**src/rtl/servo_pwm_multi.sv**
```systemverilog
// servo_pwm_multi: multi-channel servo PWM generator.
// All channels share one prescaler and one microsecond frame counter, so their
// pulses start on the same microsecond. Each channel keeps a clamped target
// width and a current width. The current width moves toward the target by at
// most SLEW_US at every frame boundary.
module servo_pwm_multi #(
  parameter int CLK_HZ    = 100_000_000,
  parameter int N_CH      = 3,
  parameter int PW_W      = 12,
  parameter int PERIOD_US = 20000,
  parameter int PW_MIN    = 1000,
  parameter int PW_MAX    = 2000,
  parameter int SLEW_US   = 4
) (
  input  logic                   clk,
  input  logic                   rst,
  input  logic [N_CH*PW_W-1:0]   pw_target,
  input  logic [N_CH-1:0]        target_valid,
  input  logic [N_CH-1:0]        enable,
  output logic [N_CH-1:0]        pwm,
  output logic                   frame_start,
  output logic [N_CH*PW_W-1:0]   pw_current,
  output logic [N_CH-1:0]        at_target
);

  localparam int DIV     = CLK_HZ / 1_000_000;
  localparam int PRESC_W = (DIV > 1) ? $clog2(DIV) : 1;
  localparam int US_W    = (PERIOD_US > 1) ? $clog2(PERIOD_US) : 1;
  localparam int CMP_W   = (US_W > PW_W) ? US_W : PW_W;
  localparam int DW      = PW_W + 1;

  localparam logic [PRESC_W-1:0] PRESC_LAST = PRESC_W'(DIV - 1);
  localparam logic [US_W-1:0]    US_LAST    = US_W'(PERIOD_US - 1);
  localparam logic [PW_W-1:0]    PW_MIN_V   = PW_W'(PW_MIN);
  localparam logic [PW_W-1:0]    PW_MAX_V   = PW_W'(PW_MAX);
  localparam logic [PW_W-1:0]    PW_CTR_V   = PW_W'((PW_MIN + PW_MAX) / 2);
  localparam logic [PW_W-1:0]    SLEW_PW    = PW_W'(SLEW_US);
  localparam logic [DW-1:0]      SLEW_MAG   = DW'(SLEW_US);
  localparam bit                 SLEW_OFF   = (SLEW_US == 0);

  // Clamp a requested width into [PW_MIN, PW_MAX].
  function automatic logic [PW_W-1:0] clamp_pw(input logic [PW_W-1:0] v);
    logic [PW_W-1:0] r;
    if (v < PW_MIN_V) begin
      r = PW_MIN_V;
    end else if (v > PW_MAX_V) begin
      r = PW_MAX_V;
    end else begin
      r = v;
    end
    return r;
  endfunction

  // One slew step of current width c toward target t. The difference is taken
  // signed on PW_W+1 bits so any pair of PW_W-bit widths is representable.
  function automatic logic [PW_W-1:0] slew_step(input logic [PW_W-1:0] c,
                                                input logic [PW_W-1:0] t);
    logic signed [DW-1:0] d;
    logic [DW-1:0]        mag;
    logic [PW_W-1:0]      r;
    d = $signed({1'b0, t}) - $signed({1'b0, c});
    if (d[DW-1]) begin
      mag = $unsigned(-d);
    end else begin
      mag = $unsigned(d);
    end
    if (SLEW_OFF || (mag <= SLEW_MAG)) begin
      r = t;
    end else if (d[DW-1]) begin
      r = c - SLEW_PW;
    end else begin
      r = c + SLEW_PW;
    end
    return r;
  endfunction

  logic [PRESC_W-1:0] presc_r;
  logic [US_W-1:0]    us_cnt_r;
  logic [PW_W-1:0]    tgt_r    [N_CH];
  logic [PW_W-1:0]    cur_r    [N_CH];
  logic [N_CH-1:0]    en_f_r;

  logic               tick_s;
  logic               bnd_s;
  logic [PW_W-1:0]    tgt_nx_s [N_CH];
  logic [PW_W-1:0]    cur_nx_s [N_CH];
  logic [N_CH-1:0]    en_nx_s;
  logic [N_CH-1:0]    pwm_nx_s;
  logic [N_CH-1:0]    at_nx_s;

  assign tick_s = (presc_r == PRESC_LAST);
  assign bnd_s  = (presc_r == '0) && (us_cnt_r == '0);

  // Frame timebase: prescaler to 1 us, then microsecond counter over the frame.
  always_ff @(posedge clk) begin
    if (!rst) begin
      presc_r  <= '0;
      us_cnt_r <= '0;
    end else if (tick_s) begin
      presc_r <= '0;
      if (us_cnt_r == US_LAST) begin
        us_cnt_r <= '0;
      end else begin
        us_cnt_r <= us_cnt_r + US_W'(1);
      end
    end else begin
      presc_r  <= presc_r + PRESC_W'(1);
      us_cnt_r <= us_cnt_r;
    end
  end

  // Next-state of per-channel targets, widths, enables and output compares.
  // The slew step reads the pre-edge target and the enable of the frame that
  // is ending, so a re-enabled channel resumes exactly at its frozen width.
  always_comb begin
    en_nx_s  = bnd_s ? enable : en_f_r;
    pwm_nx_s = '0;
    at_nx_s  = '0;
    for (int i = 0; i < N_CH; i++) begin
      if (target_valid[i]) begin
        tgt_nx_s[i] = clamp_pw(pw_target[i*PW_W +: PW_W]);
      end else begin
        tgt_nx_s[i] = tgt_r[i];
      end
      if (bnd_s && en_f_r[i]) begin
        cur_nx_s[i] = slew_step(cur_r[i], tgt_r[i]);
      end else begin
        cur_nx_s[i] = cur_r[i];
      end
      pwm_nx_s[i] = en_nx_s[i] && (CMP_W'(us_cnt_r) < CMP_W'(cur_nx_s[i]));
      at_nx_s[i]  = (cur_nx_s[i] == tgt_nx_s[i]);
    end
  end

  // Per-channel state: latched targets, current widths, frame-sampled enables.
  always_ff @(posedge clk) begin
    if (!rst) begin
      for (int i = 0; i < N_CH; i++) begin
        tgt_r[i] <= PW_CTR_V;
        cur_r[i] <= PW_CTR_V;
      end
      en_f_r <= '0;
    end else begin
      for (int i = 0; i < N_CH; i++) begin
        tgt_r[i] <= tgt_nx_s[i];
        cur_r[i] <= cur_nx_s[i];
      end
      en_f_r <= en_nx_s;
    end
  end

  // Registered outputs; pwm and frame_start rise on the same edge.
  always_ff @(posedge clk) begin
    if (!rst) begin
      pwm         <= '0;
      frame_start <= 1'b0;
      at_target   <= '1;
      for (int i = 0; i < N_CH; i++) begin
        pw_current[i*PW_W +: PW_W] <= PW_CTR_V;
      end
    end else begin
      pwm         <= pwm_nx_s;
      frame_start <= bnd_s;
      at_target   <= at_nx_s;
      for (int i = 0; i < N_CH; i++) begin
        pw_current[i*PW_W +: PW_W] <= cur_nx_s[i];
      end
    end
  end

endmodule

```
**config.mk**
```make
export PLATFORM = sky130hd
export DESIGN_NAME = servo_pwm_multi
export DESIGN_NICKNAME = d
export VERILOG_FILES = /design/src/rtl/servo_pwm_multi.sv
export SDC_FILE = /design/constraint.sdc
export NUM_CORES = 1
export LEC_CHECK = 0
export ABC_AREA = 1
export CORE_ASPECT_RATIO = 0.6
export CORE_MARGIN = 2
export CORE_UTILIZATION = 45
export CTS_BUF_LIST = sky130_fd_sc_hd__clkbuf_8
export CTS_CLUSTER_DIAMETER = 150
export DETAILED_ROUTE_END_ITERATION = 8
export PLACE_DENSITY = 0.65
export SETUP_SLACK_MARGIN = 0.1
export SLEW_MARGIN = 15
export SYNTH_ARGS = -nofsm -noshare
export SYNTH_HDL_FRONTEND = slang
export SYNTH_SLANG_ARGS = --single-unit
```
**constraint.sdc**
```tcl
create_clock -name clk -period 7.2 [get_ports clk]
set_input_delay 1.8 -clock clk [delete_from_list [all_inputs] [get_ports clk]]
set_output_delay 1.8 -clock clk [all_outputs]
set_load 0.005 [all_outputs]
```
==> reports/summary.txt <==
Syn avg cell area = 6.086 sq um
ANT cells = 0
Largest net degree at the start of global routing = 51
Critical-path cell with the highest stage delay = nor2_2
Slew Limit Headroom = 36.13%
Antenna violations before repair = 0
Ys Warns = 0
H-Tree Depth = 3
Crit Path Category = reg2reg
Most frequent CP cell = nand2_1
Post-synth net total = 1864
Placed Cells incl. Taps = 2106
CP startpoint kind = register
Combinational family with the most area after synthesis = simple AND/OR/NAND/NOR gates
RSZ-0062 raised after global routing = no
Status = finished, final reports clean
Layout cells sized above 1 = 5.534%
Mux contribution to synthesized area = 0.3216%
CTS tree = done
Post-synthesis sequential area ratio = 19.82%
Synth Register Bits = 104
Asr flop ratio synth = 0%
Slew Limit Fails = 0
Post-synthesis xor/xnor area fraction = 4.323%
Pleak = 6.248 nW
# fillers = 2458
Vias in the first global route = 9774
Total gr overflow = 0
Post-synth top cells = nand2_1 (506), inv_1 (285), nand3_1 (155)
GRT Total Usage = 26.13%
DR iter-0 viols = 956
Final WL = 32500 um
Mapped Area = 10510 sq um
Dpl hpwl = 26490 um
Worst path arrival time = 4.94 ns
Hold Vio Cnt, Final = 0
Vias per inst = 5.274
Setup Buffers After CTS = 0
CP peak stage delay = 0.73 ns
Final period util = 64.44%
Final Cell Area = 11830 sq um
Crit path required time = 7.50 ns
Worst-margin pin slew = 0.9570 ns
Most area-consuming cells after synthesis = dfxtp_1 (20%), nand2_1 (18%), ha_1 (10%)
Setup violators final = 0
Largest area contributor in the netlist = dfxtp_1
Clk buf depth = 2
Count of clock tree sinks = 104
Number of buffers and inverters on the critical path = 3
Clock Skew = 0.02498 ns
Via count = 11191
Core area = 23030 sq um
DR pass1 iterations = 5
Fin cells = 2122
Site row count = 43
PD cells = 241.7 nW/um^2
Compound-gate portion of the synthesized area = 11.37%
Setup WS pre-CTS = 2.633 ns
Hold crit path type = reg2reg
Root Buffer = clkbuf_8
Dpl cell area = 11640 sq um
Top Ports = 87
Setup ws final = 2.561 ns
TritonCTS Buffers = 9
Count leader, synth = nand2_1
Fmax = 215.5 MHz
Minimum clock period = 4.640 ns
Peak supply drop = 0.00009625 V
Clock slew at reported path FFs = 0.11 ns
Worst setup EP type = register
Post-cts resize count = 0
Worst-skew pair later-pin latency = 0.41 ns
Top delay family on crit path = simple AND/OR/NAND/NOR gates
Hold buffer count at cts = 0
Die ar. = 24620 sq um
Area grow syn2layout = 12.62%
EDFF count, synth = 0
Post-synthesis simple-gate area fraction = 40.60%
Synth Flop Type = dfxtp_1
Crit Path Max Fanout = 22
Max Cap Violations = 0
Post-Route Setup TNS = 0 ns
Die height = 122.4 um
Adder-Cell Fraction of Synth Area = 11.62%
Count of input and output buffers = 86
First-pass GRT wire length = 51070 um
Fin nets = 1940
Mapped Cells = 1726
Synth cell types = 56
Detail Route Antenna Nets = 0
Die width = 201.3 um
DR DRC count = 0
Synth top area share = 19.82%
Final Util = 51.38%
Wire per inst = 15.31 um
Starting Density = 45.62%
Final Wtd Congestion = 0.9243
## per-layer routing
metal	routed length [um]	global-route usage [%]
met5	0	0
met4	200	2.987
met3	3004	6.213
met2	12260	36.31
met1	17040	41.00
## logic make-up after synthesis
kind of cell	count (synthesis)
DFF	104
AOI/OAI and AO/OA	189
and+or+nand+nor	964
buffers and inverters	321
muxes	3
adders and majority gates	94
xor gates and xnor gates	51
## sequential cells by signal, indices dropped and copies added, names as in the netlist
signal,cells
at_target,3
en_f_r,3
frame_start,1
presc_r,7
pw_current,36
pwm,3
tgt_r,36
us_cnt_r,15
## final timing paths
check,startpoint,to,slack (ns),cells past startpoint
hold / removal,presc_r[0]$_SDFF_PP0_,presc_r[0]$_SDFF_PP0_,0.46,1
setup / recovery,pw_current[18]$_SDFF_PN1_,pwm[1]$_SDFF_PN0_,2.56,25
hold reg to reg,presc_r[0]$_SDFF_PP0_,presc_r[0]$_SDFF_PP0_,0.46,1
setup reg to reg,pw_current[18]$_SDFF_PN1_,pwm[1]$_SDFF_PN0_,2.56,25
## layout by cell type (no fill, tap or decap), types with 31 or more instances in the layout
| cell | netlist | layout |
|---|---|---|
| xor2_1 | 31 | 31 |
| nand4_1 | 42 | 42 |
| dfxtp_1 | 104 | 104 |
| a21oi_1 | 68 | 68 |
| inv_1 | 285 | 285 |
| ha_1 | 88 | 88 |
| nand2_1 | 506 | 506 |
| o21ai_0 | 33 | 33 |
| nand3_1 | 155 | 155 |
| clkdlybuf4s50_1 | 0 | 85 |
| nor2_1 | 154 | 154 |
## cell type report
type / instances / area, sq um / area share (%)
clock buffers: 9 / 123.9 / 1.047
repair buffers: 90 / 885.9 / 7.487
clock inverters: 7 / 62.56 / 0.5288
well taps: 315 / 394.1 / 3.331
multi-input cells: 1301 / 7169 / 60.60
flip-flops and latches: 104 / 2082 / 17.60
inverters: 296 / 1114 / 9.412
## where the power goes
part | leakage [nW] | switching [mW] | internal, mW
clock | 0.0890 | 0.231 | 0.131
combinational | 5.31 | 1.18 | 0.675
sequential | 0.850 | 0.0329 | 0.609
total | 6.25 | 1.44 | 1.41
## per-stage QoR
step	power, mW	hold slack [ns]
detailed placement	2.463	0.4404
CTS	2.839	0.4644
global route	3.114	0.4738
global placement	2.441	0.4323
floorplan	2.065	0.4173
finish	2.859	0.4577
Note: power is estimated with default switching activity, not from simulation.
